### src/rtl/mul_sched_pkg.sv
// Shared constants and types for the MULTU scheduler.
package mul_sched_pkg;

  typedef logic [1:0] state_t;

  localparam state_t IDLE = 2'd0;
  localparam state_t RUN  = 2'd1;
  localparam state_t DONE = 2'd2;

  localparam int unsigned MUL_ITER_DEF = 32;

  localparam logic MF_HI = 1'b0;
  localparam logic MF_LO = 1'b1;

endpackage

### src/rtl/mul_sched_if.sv
// Pipeline-side bundle of the multiply scheduler: issue, HI/LO read and stall.
interface mul_sched_if;
  logic        start;
  logic [31:0] op_a;
  logic [31:0] op_b;
  logic        mf_req;
  logic        mf_sel;
  logic        stall;
  logic        busy;
  logic        done;
  logic [31:0] hi;
  logic [31:0] lo;
  logic [31:0] rd_data;

  modport master (
    output start, op_a, op_b, mf_req, mf_sel,
    input  stall, busy, done, hi, lo, rd_data
  );

  modport slave (
    input  start, op_a, op_b, mf_req, mf_sel,
    output stall, busy, done, hi, lo, rd_data
  );
endinterface

### src/rtl/mul_sched_dp.sv
// Shift-add multiply datapath: operand register, 33-bit adder, 64-bit product shifter.
module mul_dp (
  input  logic        clk,
  input  logic        rst,
  input  logic        load,
  input  logic        step,
  input  logic [31:0] op_a,
  input  logic [31:0] op_b,
  output logic [63:0] product,
  output logic [63:0] product_nxt
);

  logic [31:0] a_reg;
  logic [32:0] sum;

  // One iteration: conditional add of the multiplicand into the upper half, then shift right.
  always_comb begin
    sum         = {1'b0, product[63:32]} + {1'b0, a_reg};
    product_nxt = product[0] ? {sum, product[31:1]} : {1'b0, product[63:1]};
  end

  // The upper half is cleared on load; the multiplier rides in the lower half and is
  // consumed LSB-first as the product shifts in from the top.
  always_ff @(posedge clk) begin
    if (rst) begin
      a_reg   <= '0;
      product <= '0;
    end else if (load) begin
      a_reg   <= op_a;
      product <= {32'd0, op_b};
    end else if (step) begin
      product <= product_nxt;
    end
  end

endmodule

### src/rtl/mul_sched.sv
// MULTU scheduler: FSM, iteration counter, architectural HI/LO and pipeline stall.
module mul_sched
  import mul_sched_pkg::*;
#(
  parameter int unsigned MUL_ITER = MUL_ITER_DEF
) (
  input  logic       clk,
  input  logic       rst,
  mul_sched_if.slave bus
);

  localparam int unsigned CW = $clog2(MUL_ITER + 1);

  state_t        state;
  logic [CW-1:0] cnt;
  logic [31:0]   hi_r;
  logic [31:0]   lo_r;
  logic [63:0]   product;
  logic [63:0]   product_nxt;
  logic          accept;
  logic          step;
  logic          last;

  // Issue is accepted only outside RUN; reset wins over start.
  always_comb begin
    accept = ~rst & bus.start & (state != RUN);
    step   = ~rst & (state == RUN);
    last   = (cnt == CW'(MUL_ITER - 1));
  end

  mul_dp u_dp (
    .clk         (clk),
    .rst         (rst),
    .load        (accept),
    .step        (step),
    .op_a        (bus.op_a),
    .op_b        (bus.op_b),
    .product     (product),
    .product_nxt (product_nxt)
  );

  // Control FSM, counter and HI/LO commit on the final iteration.
  always_ff @(posedge clk) begin
    if (rst) begin
      state <= IDLE;
      cnt   <= '0;
      hi_r  <= '0;
      lo_r  <= '0;
    end else begin
      case (state)
        IDLE: begin
          if (bus.start) begin
            state <= RUN;
            cnt   <= '0;
          end
        end
        RUN: begin
          cnt <= cnt + CW'(1);
          if (last) begin
            hi_r  <= product_nxt[63:32];
            lo_r  <= product_nxt[31:0];
            state <= DONE;
          end
        end
        DONE: begin
          if (bus.start) begin
            state <= RUN;
            cnt   <= '0;
          end else begin
            state <= IDLE;
          end
        end
        default: state <= IDLE;
      endcase
    end
  end

  // Status, stall and HI/LO read port.
  always_comb begin
    bus.busy    = (state == RUN);
    bus.done    = (state == DONE);
    bus.stall   = (bus.start & (state == RUN)) |
                  (bus.mf_req & ((state == RUN) | accept));
    bus.hi      = hi_r;
    bus.lo      = lo_r;
    bus.rd_data = (bus.mf_sel == MF_LO) ? lo_r : hi_r;
  end

endmodule
### src/flat_wrapper.sv
// flat-port wrapper written by rule: the top's interface ports become plain ports
module mul_sched_flat import mul_sched_pkg::*;
#(
  parameter int unsigned MUL_ITER = MUL_ITER_DEF
)
  (clk, rst, bus_start, bus_op_a, bus_op_b, bus_mf_req, bus_mf_sel, bus_stall, bus_busy, bus_done, bus_hi, bus_lo, bus_rd_data);
  mul_sched_if bus_i ();
  input  logic clk;
  input  logic rst;
  input wire logic [$bits(bus_i.start)-1:0] bus_start;
  input wire logic [$bits(bus_i.op_a)-1:0] bus_op_a;
  input wire logic [$bits(bus_i.op_b)-1:0] bus_op_b;
  input wire logic [$bits(bus_i.mf_req)-1:0] bus_mf_req;
  input wire logic [$bits(bus_i.mf_sel)-1:0] bus_mf_sel;
  output wire logic [$bits(bus_i.stall)-1:0] bus_stall;
  output wire logic [$bits(bus_i.busy)-1:0] bus_busy;
  output wire logic [$bits(bus_i.done)-1:0] bus_done;
  output wire logic [$bits(bus_i.hi)-1:0] bus_hi;
  output wire logic [$bits(bus_i.lo)-1:0] bus_lo;
  output wire logic [$bits(bus_i.rd_data)-1:0] bus_rd_data;
  assign bus_i.start = bus_start;
  assign bus_i.op_a = bus_op_a;
  assign bus_i.op_b = bus_op_b;
  assign bus_i.mf_req = bus_mf_req;
  assign bus_i.mf_sel = bus_mf_sel;
  assign bus_stall = bus_i.stall;
  assign bus_busy = bus_i.busy;
  assign bus_done = bus_i.done;
  assign bus_hi = bus_i.hi;
  assign bus_lo = bus_i.lo;
  assign bus_rd_data = bus_i.rd_data;
  mul_sched #(.MUL_ITER(MUL_ITER)) u_core (.clk(clk), .rst(rst), .bus(bus_i));
endmodule
### config.mk
export PLATFORM = sky130hd
export DESIGN_NAME = mul_sched_flat
export DESIGN_NICKNAME = d
export VERILOG_FILES = /design/src/rtl/mul_sched_pkg.sv /design/src/rtl/mul_sched_if.sv /design/src/rtl/mul_sched_dp.sv /design/src/rtl/mul_sched.sv /design/src/flat_wrapper.sv
export SDC_FILE = /design/constraint.sdc
export NUM_CORES = 1
export LEC_CHECK = 0
export ABC_AREA = 0
export BUFFER_PORTS_ARGS = -buffer_cell sky130_fd_sc_hd__buf_4
export CORE_AREA = 2 2 133 135
export CTS_BUF_LIST = sky130_fd_sc_hd__clkbuf_8 sky130_fd_sc_hd__clkbuf_16
export CTS_CLUSTER_DIAMETER = 50
export DETAILED_ROUTE_END_ITERATION = 12
export DIE_AREA = 0 0 135 137
export PLACE_DENSITY = 0.8
export SETUP_SLACK_MARGIN = 0.15
export SKIP_LAST_GASP = 1
export SLEW_MARGIN = 40
export SYNTH_ARGS = -nofsm -noshare
export SYNTH_HDL_FRONTEND = slang
export SYNTH_SLANG_ARGS = --single-unit
export TNS_END_PERCENT = 30
### constraint.sdc
create_clock -name clk -period 9.5 [get_ports clk]
set_clock_uncertainty 0.2 [all_clocks]
set_input_delay 0 -clock clk [delete_from_list [all_inputs] [get_ports clk]]
set_output_delay 0 -clock clk [all_outputs]
set_load 0.02 [all_outputs]
* After elaboration in Yosys (flattened, before gate mapping)
Index checks and enable logic that the tools add are counted.
Storage, ports and cells: input port bits 69, register bits 168
Cells by class: mux-type cells 10, add/subtract/negate cells 2, bitwise operators 8, reductions and logical operators 8, equality and inequality tests 7
Operator list (count):
- $mux W32 | 3
- $mux W64 | 1
- $add A32 B32 Y33 | 1
- $pmux W6 S2 | 1
- $add A6 B1 Y6 const B | 1
- $eq A6 B5 Y1 const B | 1
- $mux W6 | 1
- $ne A2 B1 Y1 const B | 3
- $pmux W2 S3 | 1
- $reduce_and A2 Y1 | 3
- $and A1 B1 Y1 | 5
- $mux W2 | 2
- $reduce_bool A2 Y1 | 2
- $reduce_or A2 Y1 | 2
- $eq A2 B1 Y1 const B | 1
- $eq A2 B2 Y1 const B | 1
- $logic_not A2 Y1 | 1
- $ne A2 B2 Y1 const B | 1
- $or A1 B1 Y1 | 2
- $mux W1 | 1
- $not A1 Y1 | 1

* Longest topological paths before layout
Gate-level depths: netlist (run 1).
depth in word-level cells 6, mapped depth 11, mapped depth without buffers 11

* Cells and area by module
Synthesis (run 1) repeated with hierarchy kept, for this count alone.
Unflattened totals: cell total of the unflattened synthesis 1107, area, all modules 9572.9 sq um
By module, submodules not included:
- mul_dp | instances 1, cells each 742, area an instance 6133.4 sq um, sequential area each 1921.8 sq um
- mul_sched | instances 1, cells each 365, area an instance 3439.5 sq um, sequential area each 1441.4 sq um

* Worst setup path after synthesis (run 1)
OpenSTA, ideal clock, no wires.
path kind register to register, start register u_core.u_dp.a_reg[0], end register u_core.hi_r[29] (netlist: u_core.bus.hi[29]), slack 6.437 ns, period minus slack after synthesis 3.063 ns, cell stages (with the launch flop) 12, arrival 2.775 ns, cells stage by stage dfxtp_1 ha_1 fa_1 a21o_1 a221oi_2 o21ai_2 nor4_2 o311a_4 o21bai_2 a21oi_1 mux2_4 a311oi_2
Between the ends: cells in the longest elaborated chain, start to end 2
RTL lines:
- start, declared | line mul_sched_dp.sv:13 | logic [31:0] a_reg;
- start signal, assigned | line mul_sched_dp.sv:29 | a_reg <= op_a;
- $add A32 B32 Y33 | line mul_sched_dp.sv:18 | sum = {1'b0, product[63:32]} + {1'b0, a_reg};
- $mux W64 | line mul_sched_dp.sv:19 | product_nxt = product[0] ? {sum, product[31:1]} : {1'b0, product[63:1]};
- end signal, assigned | line mul_sched.sv:60 | hi_r <= product_nxt[63:32];
- end, declared | line mul_sched.sv:16 | logic [31:0] hi_r;
Every way passes these cells. A chain may end at the register's enable or synchronous reset.

* Worst setup path in the final report (run 1)
start register u_core.state[1], end register u_core.u_dp.a_reg[6]
Between the ends: cells in the longest elaborated chain, start to end 2
RTL lines:
- start, declared | line mul_sched.sv:14 | state_t state;
- start signal, assigned | line mul_sched.sv:45 | state <= IDLE;
- start signal, assigned | line mul_sched.sv:53 | state <= RUN;
- start signal, assigned | line mul_sched.sv:62 | state <= DONE;
- $ne A2 B1 Y1 | line mul_sched.sv:26 | accept = ~rst & bus.start & (state != RUN);
- $and A1 B1 Y1 | line mul_sched.sv:26
Every way passes these cells.

==> results.json, run 1 <==
{
  "worst-setup-path-type": "register to register",
  "die_area_um2": 18500,
  "timing.critical_path.mode_cell": "sky130_fd_sc_hd__buf_4",
  "synth_xor_area_frac": 0.0277,
  "power.leakage_uw": 0.00498,
  "netSwitchingFraction": 0.267,
  "critPathMaxFanout": 84,
  "synth_top_family_by_area": "simple AND/OR/NAND/NOR gates",
  "tritoncts_num_sinks": 168,
  "pin_count": 168,
  "drtIter0Drc": 504,
  "netlist.area_leader.share": 0.393,
  "timing.reg2reg.setup_slack_ns": 5.87,
  "global_route.usage.met2": 0.411,
  "dr_total_vias": 8036,
  "min_path_type": "input pin to register",
  "cts.clk_slew.worst_paths_ns": 0.07,
  "worst_path_dominant_cell_family": "buffers and inverters",
  "core_region_area_um2": 17100,
  "synth_area_per_cell_um2": 8.42,
  "cts_made_buffers": 17,
  "p_switching_uw": 455,
  "placement_rows": 48,
  "delay_of_the_slowest_cell_on_the_worst_path_ns": 0.63,
  "critical_path_arrival_ns": 3.74,
  "critical_path.reg2reg.startpoint": "u_core.state[1]",
  "setup_repair_after_global_routing_missed_its_margin": "no",
  "worstPathBufferInverterCount": 4,
  "post_cts_resize_count": 0,
  "timing.slew.headroom": 0.450,
  "number_of_cells_produced_by_synthesis": 1015,
  "fmaxAchievable_mhz": 275,
  "totalPowerFinal_uw": 1710,
  "post_synth_num_cell_types": 56,
  "synth_top_area_cell": "sky130_fd_sc_hd__dfxtp_1",
  "netlist_top_cells_count": "sky130_fd_sc_hd__dfxtp_1, sky130_fd_sc_hd__nand2_1, sky130_fd_sc_hd__nor2_1",
  "yosys_register_bits": 168,
  "dp_hpwl_um": 15500,
  "nNetsFinal": 1335,
  "worstSetupPathDepth": 8,
  "routed_wl_um": 23600,
  "internal-power_uw": 1250,
  "rr_worst_depth": 8,
  "drv_cap": 0,
  "syn2layout_area_growth_pct": 33.6,
  "crit_path_start_kind": "register",
  "timing.final.setup_violations": 0,
  "required_worst_endpoint_ns": 9.61,
  "global_route.usage.met3": 0.0422,
  "synth_compound_area_frac": 0.188,
  "yosysWarningCount": 0,
  "post-route-drc-count": 0,
  "postSynth.asyncResetShare": 0,
  "post_route_cells_drive_above_1_share": 0.208,
  "worst_slack_ns": 5.87,
  "power.share.combinational": 0.150,
  "grt_pass1_wl_um": 37800,
  "gp_congestion": 0.914,
  "synth.yosys.seq_area_share": 0.393,
  "irDropWorstVdd_mv": 0.132,
  "crit_path_cell_chain": "nand2b_2 -> buf_4 -> inv_1 -> or3_1 -> buf_4 -> nand3b_1 -> nand2_1 -> dlygate4sd3_1",
  "synth-adder-area-share": 0.0506,
  "final_max_slew_viol_count": 0,
  "timing.critical_path.from": "u_core.state[1]",
  "critPathCaptureType": "register",
  "initial_utilization": 0.501,
  "tightest_slew_ns": 0.824,
  "track_usage": 0.253,
  "antenna_found_initial": 0,
  "yosysMostFrequentCell": "sky130_fd_sc_hd__dfxtp_1",
  "global_route.peak_usage_layer": "met2",
  "flip_flop_count_of_the_largest_register_all_copies_and_words_added": 64,
  "postCtsHoldBufs": 94,
  "power_frac_clock": 0.403,
  "antenna_cells_inserted": 0,
  "regMostFlops": "u_core.u_dp.product",
  "antenna_violating_nets_post_route": 0,
  "netlist_area_um2": 8550,
  "cts.path.max_buffers": 2,
  "cts_post_setup_buffers_inserted": 0,
  "htree_num_levels": 4,
  "outcome": "finished, final reports clean",
  "most_area_consuming_cells_after_synthesis": "sky130_fd_sc_hd__dfxtp_1, sky130_fd_sc_hd__nand2_1, sky130_fd_sc_hd__a211oi_1",
  "critPathSlowestCell": "sky130_fd_sc_hd__buf_4",
  "cts_tree": "yes",
  "root_buffer": "sky130_fd_sc_hd__clkbuf_16",
  "detailedPlace.worstSlack_ns": 6.15,
  "synth_nets": 1118,
  "min_period_over_period": 0.382,
  "first_global_vias": 7617,
  "clk_latency_ns": 0.42,
  "die_width_um": 135,
  "post_drt_wl_per_cell_um": 16.0,
  "chipHeight_um": 137,
  "grt_start_max_net_pins": 98,
  "detail_route.vias_per_cell": 5.47,
  "globalRouteOverflowTotal": 0,
  "synthMuxAreaShare": 0.106,
  "portBuffers": 167,
  "groute.layer.met1.usage": 0.342,
  "synth-simple-area-share": 0.197,
  "finalHoldViolCount": 0,
  "timing.final.crit_period_ns": 3.63,
  "totalNegativeSetupSlack_ns": 0,
  "primary_ff_master_synth": "sky130_fd_sc_hd__dfxtp_1",
  "r2r-end": "u_core.u_dp.a_reg[6]",
  "drt_pre_antenna_iters": 5,
  "sequentialPowerShare": 0.447,
  "synth-edff-count": 0,
  "power.density_nw_per_um2": 150,
  "endpoint": "u_core.u_dp.a_reg[6]"
}
-- per-layer routing --
layer | up-vias | wire (um)
met2 | 221 | 10900
met5 | - | 0
met3 | 34 | 1210
met4 | 0 | 408
li1 | 4021 | -
met1 | 3760 | 11000
-- worst min-delay path, stage by stage --
cell,delay [ns]
sky130_fd_sc_hd__buf_4,0.30
sky130_fd_sc_hd__mux2i_1,0.22
sky130_fd_sc_hd__a211oi_1,0.08
-- cells by family (layout without fill, tap and decap cells) --
| family | after synthesis | count (layout) |
|---|---|---|
| and+or+nand+nor | 375 | 375 |
| buffers and inverters | 82 | 312 |
| muxes | 86 | 86 |
| xor gates and xnor gates | 27 | 27 |
| AOI/OAI and AO/OA | 243 | 243 |
| adders and majority gates | 34 | 34 |
| DFF | 168 | 168 |
-- power by group through the flow --
stage,registers [uW],logic [uW],clock network [uW]
floorplan,769,161,0
global placement,778,214,0
detailed placement,778,217,0
CTS,763,253,695
global route,768,282,725
finish,764,255,689
-- worst min path at each step --
stage / from / depth (start not counted) / endpoint
after floorplan: bus_op_a[0] / 2 / u_core.u_dp.a_reg[0]
after global placement: bus_op_a[17] / 3 / u_core.u_dp.a_reg[17]
after detailed placement: bus_op_a[4] / 3 / u_core.u_dp.a_reg[4]
after CTS: bus_start / 3 / u_core.u_dp.product[26]
after global routing: bus_start / 3 / u_core.u_dp.product[14]
final: bus_start / 3 / u_core.u_dp.product[27]
-- cell usage in the layout (no fill, tap or decap), drive strengths merged, types with 11 or more instances in the layout --
cell,instances
nand3,15
clkbuf,18
dlygate4sd3,94
ha,33
inv,14
a31oi,11
o21ai,33
dfxtp,168
nand2,167
mux2i,50
buf,174
nor2,108
nor3,11
mux2,36
nand3b,35
a211oi,68
xnor2,18
a21oi,89
a21o,12
-- area by class of cell --
| cell class | instances | area [um2] |
|---|---|---|
| flip-flops and latches | 168 | 3360 |
| multi-input cells | 765 | 4890 |
| fillers | 1416 | 5640 |
| inverters | 12 | 45.0 |
| clock inverters | 14 | 149 |
| well taps | 225 | 282 |
| repair buffers | 268 | 2250 |
| clock buffers | 18 | 439 |
-- through the flow --
stage | hold slack [ns] | area, um2 | util | instances
CTS | 0.0170 | 11400 | 0.669 | 1470
global placement | -0.0157 | 9880 | 0.580 | 1344
floorplan | -0.101 | 8550 | - | 1015
finish | 0.0283 | 11400 | 0.670 | 1470
global route | 0.0425 | 11400 | 0.670 | 1470
detailed placement | -0.0135 | 9890 | 0.580 | 1344
Note: power is estimated with default switching activity, not from simulation.
==> run 2, diff against run 1 <==
- ABC_AREA: 0 -> 1
- CORE_AREA: 2 2 133 135 -> 2 2 140 142
- DIE_AREA: 0 0 135 137 -> 0 0 142 144
- PLACE_DENSITY: 0.8 -> 0.79
- clock period: 9.5 -> 3.5 ns (I/O delays scaled with it)
==> run 2 against run 1 <==
Compared with the run above: combinational power grew to 3.3 times the previous value; largest power group unchanged; critical path type unchanged; clock power rose to 2.9 times the previous value; worst setup slack lost 5.3 ns; synthesized cell count up 46%.
==> results.json, run 2 <==
{
  "portBuffers": 167,
  "cts_tree": "yes",
  "layout.cells.most_common_list": "sky130_fd_sc_hd__nand2_1, sky130_fd_sc_hd__inv_1, sky130_fd_sc_hd__buf_4",
  "synth-edff-count": 0,
  "postSynth.asyncResetShare": 0,
  "netlist_area_um2": 9540,
  "layout_commonest_cell": "sky130_fd_sc_hd__nand2_1",
  "min_period_over_period": 0.842,
  "worst-setup-path-type": "register to register",
  "dp_hpwl_um": 20100,
  "netlist_top_cells_count": "sky130_fd_sc_hd__nand2_1, sky130_fd_sc_hd__inv_1, sky130_fd_sc_hd__dfxtp_1",
  "timing.slew.headroom": 0.544,
  "layout.cells.non_filler": 1937,
  "crit_path_start_kind": "register",
  "chipHeight_um": 144,
  "dr_total_vias": 10100,
  "post_drt_wl_per_cell_um": 14.4,
  "post-route-drc-count": 0,
  "delay_of_the_slowest_cell_on_the_worst_path_ns": 0.55,
  "timing.critical_path.mode_cell": "sky130_fd_sc_hd__inv_2",
  "required_worst_endpoint_ns": 3.68,
  "nNetsFinal": 1789,
  "routed_wl_um": 28000,
  "clk_latency_ns": 0.43,
  "fmaxAchievable_mhz": 339,
  "htree_num_levels": 4,
  "synthMuxAreaShare": 0,
  "antenna_cells_inserted": 0,
  "globalRouteOverflowTotal": 0,
  "min_path_type": "input pin to register",
  "cts.clk_slew.worst_paths_ns": 0.07,
  "post_synth_num_cell_types": 38,
  "cts_post_setup_buffers_inserted": 0,
  "antenna_found_initial": 0,
  "timing.final.crit_period_ns": 2.95,
  "yosys_register_bits": 168,
  "critical_path_arrival_ns": 3.13,
  "placedInstanceArea_um2": 10900,
  "irDropWorstVdd_mv": 0.367,
  "drv_cap": 0,
  "flip_flop_count_of_the_largest_register_all_copies_and_words_added": 64,
  "syn2layout_area_growth_pct": 27.5,
  "die_area_um2": 20400,
  "synth_nets": 1589,
  "antenna_violating_nets_post_route": 0,
  "pin_count": 168,
  "setup_repair_after_global_routing_missed_its_margin": "no",
  "root_buffer": "sky130_fd_sc_hd__clkbuf_16",
  "synth.yosys.seq_area_share": 0.353,
  "track_usage": 0.273,
  "totalNegativeSetupSlack_ns": 0,
  "detailedPlace.worstSlack_ns": 0.994,
  "outcome": "finished, final reports clean",
  "drt_pre_antenna_iters": 7,
  "synth-adder-area-share": 0.0454,
  "final.fill_count": 1696,
  "synth_area_per_cell_um2": 6.42,
  "die_width_um": 142,
  "power.leakage_uw": 0.00642,
  "placement_rows": 51,
  "initial_utilization": 0.500,
  "detail_route.vias_per_cell": 5.19,
  "yosysMostFrequentCell": "sky130_fd_sc_hd__nand2_1",
  "cts_made_buffers": 17,
  "regMostFlops": "u_core.u_dp.product",
  "synth_top_area_cell": "sky130_fd_sc_hd__dfxtp_1",
  "most_area_consuming_cells_after_synthesis": "sky130_fd_sc_hd__dfxtp_1, sky130_fd_sc_hd__nand2_1, sky130_fd_sc_hd__inv_1",
  "critPathCaptureType": "register",
  "final_max_slew_viol_count": 0,
  "grt_start_max_net_pins": 72,
  "gp_congestion": 0.936,
  "yosysWarningCount": 0,
  "first_global_vias": 8908,
  "critPathSlowestCell": "sky130_fd_sc_hd__dlygate4sd3_1",
  "finish.instance_area_um2": 12200,
  "finalHoldViolCount": 0,
  "worst_slack_ns": 0.554,
  "synth_compound_area_frac": 0.152,
  "number_of_cells_produced_by_synthesis": 1486,
  "core_region_area_um2": 19100,
  "power.density_nw_per_um2": 405,
  "synth_top_family_by_area": "simple AND/OR/NAND/NOR gates",
  "post_route_cells_drive_above_1_share": 0.140,
  "grt_pass1_wl_um": 44700,
  "primary_ff_master_synth": "sky130_fd_sc_hd__dfxtp_1",
  "synth-simple-area-share": 0.303,
  "synth_xor_area_frac": 0.0101,
  "crit_path_cell_chain": "inv_2 -> nor2_4 -> inv_2 -> nor2_2 -> inv_2 -> nand2_2 -> buf_12 -> inv_2 -> a21oi_1 -> o21ai_1 -> dlygate4sd3_1 -> inv_1",
  "tritoncts_num_sinks": 168,
  "critPathMaxFanout": 32,
  "dp.cells": 1836,
  "post_cts_resize_count": 0,
  "netlist.area_leader.share": 0.353,
  "drtIter0Drc": 752,
  "postCtsHoldBufs": 69,
  "cts.path.max_buffers": 2,
  "tightest_slew_ns": 0.684,
  "timing.final.setup_violations": 0
}
run 2: worst max-delay path: cells and delay by family, from the launching register on:
family                 cells  cell delay [ns]
DFF                        1             0.34
AOI/OAI and AO/OA          2             0.18
and+or+nand+nor            3             0.92
buffers and inverters      7             1.25
run 2: metal layers:
| metal | global-route usage | wire [um] |
|---|---|---|
| met5 | 0 | 0 |
| met4 | 0.0737 | 502 |
| met3 | 0.0358 | 1700 |
| met2 | 0.440 | 12600 |
| met1 | 0.386 | 13200 |
run 2: final timing paths:
kind | from | endpoint | slack, ns | cells past startpoint
worst max-delay path | u_core.state[0] | u_core.u_dp.product[31] | 0.55 | 12
worst min register to register | u_core.cnt[5] | u_core.cnt[5] | 0.28 | 1
worst max register to register | u_core.state[0] | u_core.u_dp.product[31] | 0.55 | 12
worst min-delay path | bus_op_a[11] | u_core.u_dp.a_reg[11] | 0.12 | 3
run 2: cell families after synthesis:
group	Yosys count
and+or+nand+nor	707
buffers and inverters	325
AOI/OAI and AO/OA	241
xor gates and xnor gates	11
DFF	168
adders and majority gates	34
run 2: per-stage QoR:
step,total power [uW],hold WS (ns),util
2_1_floorplan,2680,-0.0674,-
3_3_place_gp,2890,0.0154,0.569
3_5_place_dp,2910,0.0196,0.569
4_1_cts,4930,0.113,0.638
5_1_grt,5140,0.123,0.638
6_report,4930,0.123,0.638
run 2: cell type report:
| cell class | count | area (um2) | area share |
|---|---|---|---|
| Multi-Input combinational cell | 993 | 4870 | 0.400 |
| Sequential cell | 168 | 3360 | 0.276 |
| Timing Repair Buffer | 248 | 2050 | 0.168 |
| Inverter | 258 | 973 | 0.0800 |
| Clock buffer | 17 | 425 | 0.0350 |
| Tap cell | 238 | 298 | 0.0245 |
| Clock inverter | 15 | 189 | 0.0155 |
run 2: power breakdown:
| group | switching, uW | internal, uW | leakage (uW) |
|---|---|---|---|
| registers | 98.5 | 2020 | 0.00137 |
| logic | 493 | 343 | 0.00475 |
| clock network | 835 | 1140 | 0.000300 |
| total | 1430 | 3500 | 0.00642 |
==> run 3, diff against run 2 <==
- clock period: 3.5 -> 2.85 ns (I/O delays scaled with it)
==> run 3 against run 2 <==
Compared with the run above: final cell count grew 0.10%; register-to-register slack got worse by 0.24 ns; cell area is 0.34% lower; sequential share of layout area rose by 0.094 points.
==> results.json, run 3 (synthesis results as in run 2) <==
{
  "outcome": "finished, final reports clean",
  "p_switching_uw": 1820,
  "track_usage": 0.281,
  "dp_hpwl_um": 20400,
  "die_width_um": 142,
  "setup_repair_after_global_routing_missed_its_margin": "no",
  "timing.final.setup_violations": 0,
  "routed_wl_um": 28900,
  "irDropWorstVdd_mv": 0.406,
  "r2r-end": "u_core.bus.hi[7]",
  "internal-power_uw": 4050,
  "chipHeight_um": 144,
  "power.leakage_uw": 0.00639,
  "fmaxAchievable_mhz": 394,
  "timing.slew.headroom": 0.548,
  "layout_commonest_cell": "sky130_fd_sc_hd__nand2_1",
  "post_drt_wl_per_cell_um": 14.9,
  "netSwitchingFraction": 0.310,
  "critPathSlowestCell": "sky130_fd_sc_hd__fa_1",
  "required_worst_endpoint_ns": 3.03,
  "tightest_slew_ns": 0.678,
  "totalPowerFinal_uw": 5860,
  "drt_pre_antenna_iters": 6,
  "sequentialPowerShare": 0.443,
  "antenna_cells_inserted": 0,
  "drtIter0Drc": 793,
  "post-route-drc-count": 0,
  "tritoncts_num_sinks": 168,
  "antenna_found_initial": 1,
  "critical_path_arrival_ns": 2.71,
  "drv_cap": 0,
  "portBuffers": 167,
  "timing.reg2reg.setup_slack_ns": 0.31,
  "critPathMaxFanout": 5,
  "initial_utilization": 0.500,
  "detail_route.vias_per_cell": 5.20,
  "pin_count": 168,
  "placement_rows": 51,
  "power.share.combinational": 0.176,
  "cts_made_buffers": 17,
  "layout.cells.most_common_list": "sky130_fd_sc_hd__nand2_1, sky130_fd_sc_hd__inv_1, sky130_fd_sc_hd__buf_4",
  "critPathCaptureType": "register",
  "timing.final.crit_period_ns": 2.54,
  "cts.path.max_buffers": 2,
  "holdCritStartpoint": "bus_op_a[11]",
  "delay_of_the_slowest_cell_on_the_worst_path_ns": 0.47,
  "cts.clk_slew.worst_paths_ns": 0.07,
  "flip_flop_count_of_the_largest_register_all_copies_and_words_added": 64,
  "crit_path_cell_chain": "ha_1 -> fa_1 -> nand3_1 -> nand3_1 -> nand2_1 -> nand2_1 -> xnor2_1 -> o21ai_0 -> o21ai_0 -> inv_1",
  "grt_pass1_wl_um": 45900,
  "finalHoldViolCount": 0,
  "totalNegativeSetupSlack_ns": 0,
  "min_period_over_period": 0.890,
  "power.density_nw_per_um2": 484,
  "die_area_um2": 20400,
  "timing.critical_path.from": "u_core.u_dp.a_reg[0]",
  "min_path_type": "input pin to register",
  "final_max_slew_viol_count": 0,
  "rr_worst_depth": 10,
  "final.fill_count": 1702,
  "antenna_violating_nets_post_route": 0,
  "post_route_cells_drive_above_1_share": 0.141,
  "regMostFlops": "u_core.u_dp.product",
  "gp_congestion": 0.941,
  "critical_path.reg2reg.startpoint": "u_core.u_dp.a_reg[0]",
  "endpoint": "u_core.bus.hi[7]",
  "globalRouteOverflowTotal": 0,
  "htree_num_levels": 4,
  "first_global_vias": 9232,
  "root_buffer": "sky130_fd_sc_hd__clkbuf_16",
  "dr_total_vias": 10100,
  "grt_start_max_net_pins": 72,
  "worst-setup-path-type": "register to register",
  "cts_tree": "yes",
  "syn2layout_area_growth_pct": 27.1,
  "clk_latency_ns": 0.43,
  "power_frac_clock": 0.381,
  "cts_post_setup_buffers_inserted": 0,
  "crit_path_start_kind": "register",
  "core_region_area_um2": 19100,
  "nNetsFinal": 1791
}
==> run 3: layer usage <==
metal,GRT usage,up-vias,wire length [um]
li1,-,5090,-
met1,0.382,4549,13000
met2,0.453,390,13100
met3,0.0467,54,1940
met4,0.0963,2,777
met5,0,-,13
==> run 3: layout make-up <==
cell class | count | area (um2) | share of cell area
Sequential cell | 168 | 3360 | 0.277
Timing Repair Buffer | 250 | 2050 | 0.169
Clock buffer | 17 | 425 | 0.0351
Inverter | 258 | 973 | 0.0803
Tap cell | 238 | 298 | 0.0246
Multi-Input combinational cell | 993 | 4870 | 0.402
Clock inverter | 15 | 143 | 0.0118
==> run 3: worst min path at each step <==
stage | end | slack [ns] | depth (start not counted)
after detailed placement | u_core.u_dp.a_reg[26] | 0.02 | 2
after CTS | u_core.u_dp.a_reg[10] | 0.11 | 3
final | u_core.u_dp.a_reg[11] | 0.11 | 3
after floorplan | u_core.u_dp.a_reg[0] | -0.07 | 1
after global placement | u_core.u_dp.a_reg[15] | 0.01 | 2
after global routing | u_core.u_dp.a_reg[3] | 0.12 | 3
==> run 3: timing repair <==
item / 4_1_cts / 5_1_grt
hold endpoints to repair: 97 / 0
hold buffers: 70 / 0
resized for setup: 0 / 0
==> run 3: critical path, delay by kind of cell, from the launching register on <==
family                   cells  cell delay (ns)
flip-flops                   1             0.31
AND/OR/NAND/NOR              4             0.46
buffers and inverters        1             0.08
AO/OA/AOI/OAI                2             0.58
adder cells (fa/ha/maj)      2             0.72
XOR/XNOR                     1             0.14
==> run 3: through the flow <==
stage	area, um2	hold slack [ns]	setup slack [ns]	instances	utilization
2_1_floorplan	9540	-0.0674	0.645	1486	-
3_3_place_gp	10900	0.0149	0.469	1837	0.569
3_5_place_dp	10900	0.0183	0.381	1837	0.569
4_1_cts	12100	0.108	0.364	1939	0.635
5_1_grt	12100	0.117	0.238	1939	0.635
6_report	12100	0.114	0.312	1939	0.635
==> run 3: power by group through the flow <==
stage          registers, uW  logic, uW  clock network (uW)
6_report                2600       1030                2230
5_1_grt                 2610       1150                2360
4_1_cts                 2590       1020                2260
3_5_place_dp            2640        933                   0
3_3_place_gp            2640        913                   0
2_1_floorplan           2600        691                   0
